[src/rtl/div_pkg.sv]
// Shared definitions for the multi-cycle signed divider.
//   state_t    : controller states (IDLE, RUN, FIX, ZERO)
//   DIV_W      : operand/result width
//   CNT_W      : iteration counter width
//   DIV_ZERO_Q : quotient reported for a zero divisor
//   abs_mag    : two's-complement magnitude as an unsigned value
package div_pkg;

  localparam int DIV_W = 32;
  localparam int CNT_W = 5;
  localparam logic [DIV_W-1:0] DIV_ZERO_Q = 32'hFFFF_FFFF;

  typedef enum logic [1:0] {
    IDLE = 2'd0,
    RUN  = 2'd1,
    FIX  = 2'd2,
    ZERO = 2'd3
  } state_t;

  // 0x80000000 maps to itself, which reads correctly as 2^31 unsigned.
  function automatic logic [DIV_W-1:0] abs_mag(input logic [DIV_W-1:0] v);
    return v[DIV_W-1] ? (~v + 1'b1) : v;
  endfunction

endpackage

[src/rtl/addsub_33.sv]
// 33-bit adder/subtractor used by the divider datapath.
//   a, b : 33-bit operands
//   sub  : 1 selects a - b (as a + ~b + 1), 0 selects a + b
//   sum  : 33-bit result, carry out discarded
module addsub_33 (
  input  logic [32:0] a,
  input  logic [32:0] b,
  input  logic        sub,
  output logic [32:0] sum
);

  assign sum = a + (b ^ {33{sub}}) + {32'b0, sub};

endmodule

[src/rtl/div_32.sv]
// Multi-cycle 32-bit signed divider (non-restoring, one quotient bit per clock).
//   clock, clear          : rising-edge clock, asynchronous active-high reset
//   start                 : request, sampled only while IDLE
//   dividend, divisor     : signed operands, captured on the accepting edge
//   busy                  : division in progress
//   done                  : one-cycle pulse, results valid from this cycle
//   quotient, remainder   : signed results (LO / HI), held until next done
//   div_by_zero           : set with done for a zero divisor, held until next done
//   state_dbg             : current controller state (div_pkg::state_t encoding)
//
// Handshake: start is a level sampled on any rising edge where the state is
// IDLE; there is no ready, an operation simply is or is not accepted. done
// pulses for exactly one cycle and the state is IDLE during that cycle, so a
// held start launches the next operation on the edge that ends the done cycle.
module div_32
  import div_pkg::*;
#(
  parameter int WIDTH = 32
) (
  input  logic             clock,
  input  logic             clear,
  input  logic             start,
  input  logic [WIDTH-1:0] dividend,
  input  logic [WIDTH-1:0] divisor,
  output logic             busy,
  output logic             done,
  output logic [WIDTH-1:0] quotient,
  output logic [WIDTH-1:0] remainder,
  output logic             div_by_zero,
  output logic [1:0]       state_dbg
);

  state_t           state_q, state_d;
  logic [WIDTH:0]   p_q, p_d;       // signed partial remainder
  logic [WIDTH-1:0] q_q, q_d;       // |dividend| shifting out, quotient shifting in
  logic [WIDTH-1:0] d_q, d_d;       // |divisor|
  logic [CNT_W-1:0] cnt_q, cnt_d;
  logic             sgn_n_q, sgn_n_d;
  logic             sgn_d_q, sgn_d_d;
  logic             busy_q, busy_d;
  logic             done_q, done_d;
  logic [WIDTH-1:0] quo_q, quo_d;
  logic [WIDTH-1:0] rem_q, rem_d;
  logic             dbz_q, dbz_d;

  logic [WIDTH:0]   p_shift;
  logic [WIDTH:0]   as_a;
  logic             as_sub;
  logic [WIDTH:0]   as_sum;
  logic [WIDTH:0]   p_fix;

  // One adder serves both phases: the shifted step in RUN, and the
  // add-back of D in FIX (sub is forced low outside RUN).
  assign p_shift = {p_q[WIDTH-1:0], q_q[WIDTH-1]};
  assign as_a    = (state_q == RUN) ? p_shift : p_q;
  assign as_sub  = (state_q == RUN) && !p_q[WIDTH];

  addsub_33 u_addsub (
    .a   (as_a),
    .b   ({1'b0, d_q}),
    .sub (as_sub),
    .sum (as_sum)
  );

  assign p_fix = p_q[WIDTH] ? as_sum : p_q;

  always_comb begin
    state_d = state_q;
    p_d     = p_q;
    q_d     = q_q;
    d_d     = d_q;
    cnt_d   = cnt_q;
    sgn_n_d = sgn_n_q;
    sgn_d_d = sgn_d_q;
    busy_d  = busy_q;
    done_d  = 1'b0;
    quo_d   = quo_q;
    rem_d   = rem_q;
    dbz_d   = dbz_q;
    unique case (state_q)
      IDLE: begin
        if (start) begin
          p_d     = '0;
          q_d     = abs_mag(dividend);
          d_d     = abs_mag(divisor);
          cnt_d   = '1;
          sgn_n_d = dividend[WIDTH-1];
          sgn_d_d = divisor[WIDTH-1];
          if (divisor == '0) begin
            state_d = ZERO;
          end else begin
            state_d = RUN;
            busy_d  = 1'b1;
          end
        end
      end
      RUN: begin
        p_d   = as_sum;
        q_d   = {q_q[WIDTH-2:0], ~as_sum[WIDTH]};
        cnt_d = cnt_q - 1'b1;
        if (cnt_q == '0) state_d = FIX;
      end
      FIX: begin
        p_d     = p_fix;
        quo_d   = (sgn_n_q ^ sgn_d_q) ? (~q_q + 1'b1) : q_q;
        rem_d   = sgn_n_q ? (~p_fix[WIDTH-1:0] + 1'b1) : p_fix[WIDTH-1:0];
        dbz_d   = 1'b0;
        done_d  = 1'b1;
        busy_d  = 1'b0;
        state_d = IDLE;
      end
      ZERO: begin
        // The raw dividend is rebuilt from its magnitude and sign.
        quo_d   = DIV_ZERO_Q;
        rem_d   = sgn_n_q ? (~q_q + 1'b1) : q_q;
        dbz_d   = 1'b1;
        done_d  = 1'b1;
        state_d = IDLE;
      end
      default: state_d = IDLE;
    endcase
  end

  always_ff @(posedge clock or posedge clear) begin
    if (clear) begin
      state_q <= IDLE;
      p_q     <= '0;
      q_q     <= '0;
      d_q     <= '0;
      cnt_q   <= '0;
      sgn_n_q <= 1'b0;
      sgn_d_q <= 1'b0;
      busy_q  <= 1'b0;
      done_q  <= 1'b0;
      quo_q   <= '0;
      rem_q   <= '0;
      dbz_q   <= 1'b0;
    end else begin
      state_q <= state_d;
      p_q     <= p_d;
      q_q     <= q_d;
      d_q     <= d_d;
      cnt_q   <= cnt_d;
      sgn_n_q <= sgn_n_d;
      sgn_d_q <= sgn_d_d;
      busy_q  <= busy_d;
      done_q  <= done_d;
      quo_q   <= quo_d;
      rem_q   <= rem_d;
      dbz_q   <= dbz_d;
    end
  end

  assign busy        = busy_q;
  assign done        = done_q;
  assign quotient    = quo_q;
  assign remainder   = rem_q;
  assign div_by_zero = dbz_q;
  assign state_dbg   = state_q;

endmodule

[config.mk]
export PLATFORM = sky130hd
export DESIGN_NAME = div_32
export DESIGN_NICKNAME = d
export VERILOG_FILES = /design/src/rtl/div_pkg.sv /design/src/rtl/addsub_33.sv /design/src/rtl/div_32.sv
export SDC_FILE = /design/constraint.sdc
export NUM_CORES = 1
export LEC_CHECK = 0
export CORE_ASPECT_RATIO = 0.75
export CORE_MARGIN = 4
export CORE_UTILIZATION = 45
export DETAILED_ROUTE_END_ITERATION = 10
export PLACE_DENSITY = 0.66
export SETUP_SLACK_MARGIN = 0.3
export SYNTH_ARGS = -nofsm -noshare
export SYNTH_HDL_FRONTEND = slang
export SYNTH_SLANG_ARGS = --single-unit
[constraint.sdc]
create_clock -name clock -period 5.6 [get_ports clock]
set_input_delay 1.4 -clock clock [delete_from_list [all_inputs] [get_ports clock]]
set_output_delay 1.4 -clock clock [all_outputs]
set_load 0.01 [all_outputs]
==> results.sh <==
export IMPL_antenna_found_initial=0
export IMPL_grt_max_degree=68
export IMPL_synth_top_area_share_pct=30.7
export IMPL_clock_sinks=173
export IMPL_holdBufCountCts=0
export IMPL_yosysSeqAreaShare_pct=30.7
export IMPL_max_stage_delay_ns=0.55
export IMPL_ios=136
export IMPL_yosysTopAreaCell="dfrtp_1"
export IMPL_viasPerCell=6.06
export IMPL_synth_nets=1865
export IMPL_diodes=0
export IMPL_synth_edf_count=0
export IMPL_cts_buffers=17
export IMPL_grt_total_usage_pct=25.3
export IMPL_required_ns=5.91
export IMPL_wl_um=43900
export IMPL_final_cell_mix="nand2_1 (229), o21ai_0 (185), dfrtp_1 (171)"
export IMPL_dp_hpwl_um=32600
export IMPL_grt_pass1_wl_um=70600
export IMPL_synth_cell_types=78
export IMPL_async_flop_share_pct=100
export IMPL_vias=13500
export IMPL_setup_violations=0
export IMPL_period_minus_slack_ns=5.10
export IMPL_arrival_ns=5.41
export IMPL_crit_chain="inv_1 > ha_4 > nand2_1 > buf_12 > xnor2_1 > ha_1 > nand4_1 > nor4_1 > nand3_1 > nand3_1 > nor2_1 > a2111oi_2 > buf_4 > nand4_1 > or4b_1 > a222oi_1 > o211ai_1"
export IMPL_grt_overflow=0
export IMPL_hold_violations=0
export IMPL_syn2layout_area_growth_pct=17.0
export IMPL_clk_pin_slew_ns=0.07
export IMPL_synth_warnings=0
export IMPL_cts_root_buf="clkbuf_16"
export IMPL_cts_tree="done"
export IMPL_netlist_area_mm2=0.0141
export IMPL_fin_nets=1930
export IMPL_finClkSkew_ns=0.0146
export IMPL_first_global_vias=13000
export IMPL_cts_max_level=4
export IMPL_syn_inst=1756
export IMPL_initial_core_util_pct=46.2
export IMPL_final_common_cell="nand2_1"
export IMPL_wire_per_inst_um=19.6
export IMPL_core_mm2=0.0305
export IMPL_crit_path_start_kind="register"
export IMPL_final_layout_size_suffix_gt1_share_pct=8.89
export IMPL_gp_congestion=0.974
export IMPL_ys_seq_elements=173
export IMPL_drv_slew=0
export IMPL_synthTopCellsByArea="dfrtp_1 (31%), o21ai_0 (6.7%), xnor2_1 (6.2%), nand2_1 (6.1%), xor2_1 (6.1%)"
export IMPL_cp_max_fo=31
export IMPL_drtPass1Iterations=7
export IMPL_drt_iter0_markers=1245
export IMPL_slowest_stage="ha_1"
export IMPL_clkLatencyLatePin_ns=0.45
export IMPL_die_width_um=212
export IMPL_worstSetupPathType="register to register"
export IMPL_fin_crit_sh_pct=91.1
export IMPL_cp_end_kind="register"
export IMPL_clock_path_buffers=2
export IMPL_drc=0
export IMPL_worst_pin_slew_ns=1.09
export IMPL_synth_avg_cell_area_um2=8.02
export IMPL_setup_tns_ns=0
export IMPL_rsz0062_at_grt="true"
export IMPL_max_cap_viol_count=0
export IMPL_min_path_type="register to register"
export IMPL_fp_row_count=55
export IMPL_drt_antenna_violating_nets=0
export IMPL_portBuffers=135
export IMPL_outcome="complete, no violations"
export IMPL_die_h_um=161
export IMPL_clock_fmax_mhz=196
export IMPL_cp_buffers_inverters=3
export IMPL_maxSlewHeadroom_pct=26.8
export IMPL_synth_flop_cell="dfrtp_1"
export IMPL_fillers=2834
export IMPL_die_area_mm2=0.0342
export IMPL_cp_top_family="simple AND/OR/NAND/NOR gates"
cells by family after synthesis:
logic type                 Yosys count  synth area share, %
AOI/OAI and AO/OA                  530                 23.9
xor gates and xnor gates           198                 12.3
adders and majority gates           42                 3.78
buffers and inverters              161                 4.35
DFF                                173                 30.7
muxes                               61                 4.68
and+or+nand+nor                    591                 20.2
path summary, 6_finish.rpt:
check / cells after the start / end / from / slack, ns
max: 17 / remainder[31] / state_dbg[1] / 0.50
min: 1 / quotient[7] / quotient[7] / 0.49
max reg2reg: 17 / remainder[31] / state_dbg[1] / 0.50
min reg2reg: 1 / quotient[7] / quotient[7] / 0.49
max in group asynchronous: 3 / d_q[15] / clear / 3.00
min in group asynchronous: 2 / quotient[7] / clear / 1.43
sequential cells by signal (all words and copies together) (netlist names):
name / flops
remainder: 32
state_dbg: 2
div_by_zero: 1
p_q: 33
cnt_q: 5
q_q: 32
busy: 1
d_q: 32
sgn_d_q: 1
done: 1
sgn_n_q: 1
quotient: 32
worst reg2reg max path, cell delays in order (launching register included):
cell,delay [ns]
dfrtp_1,0.43
inv_1,0.14
ha_4,0.30
nand2_1,0.14
buf_12,0.20
xnor2_1,0.17
ha_1,0.55
nand4_1,0.25
nor4_1,0.53
nand3_1,0.27
nand3_1,0.26
nor2_1,0.10
a2111oi_2,0.29
buf_4,0.20
nand4_1,0.15
or4b_1,0.55
a222oi_1,0.33
o211ai_1,0.13
through the flow:
stage / setup slack [ns] / util (%) / instance area, um2 / cells / hold slack [ns]
4_1_cts: 0.300 / 53.8 / 16400 / 2229 / 0.493
5_1_grt: 0.274 / 54.0 / 16500 / 2233 / 0.517
3_5_place_dp: 0.198 / 51.8 / 15800 / 2197 / 0.478
2_1_floorplan: 0.400 / - / 14100 / 1756 / 0.466
3_3_place_gp: 0.424 / 51.8 / 15800 / 2197 / 0.470
6_report: 0.500 / 54.0 / 16500 / 2233 / 0.488
cell type report:
cell class	count	area, um2	area share (%)
inverters	32	124	0.752
flip-flops and latches	173	4330	26.3
clock inverters	13	158	0.957
well taps	399	499	3.03
multi-input cells	1422	9240	56.1
clock buffers	19	443	2.69
repair buffers	175	1680	10.2
cell usage after synthesis, drive strengths merged, types with 14 or more instances:
cell,number
xor2,98
clkbuf,104
nor2,127
or2,16
buf,25
o211ai,14
dfrtp,173
nor3,39
mux2i,25
nor4,18
or3,30
ha,41
xnor2,100
o21ai,196
nand2b,21
nand4,15
o31ai,49
a22oi,26
inv,31
nor3b,16
o41ai,14
nand2,230
nand3,26
mux2,36
a21oi,118
repair_timing:
item,CTS,global route
buffers inserted,0,4
pin swaps,1,3
setup endpoints to repair,1,15
resized for setup,1,13
per-layer routing:
metal,vias up,global-route usage (%),part of all wire [%]
li1,6443,-,-
met1,6608,37.6,48
met2,431,38.3,44
met3,46,4.87,6.2
met4,0,5.30,1.5
met5,-,0,0
Power is not shown: default switching activity piles up to over one toggle a cycle in this logic, so the estimate is an artifact.
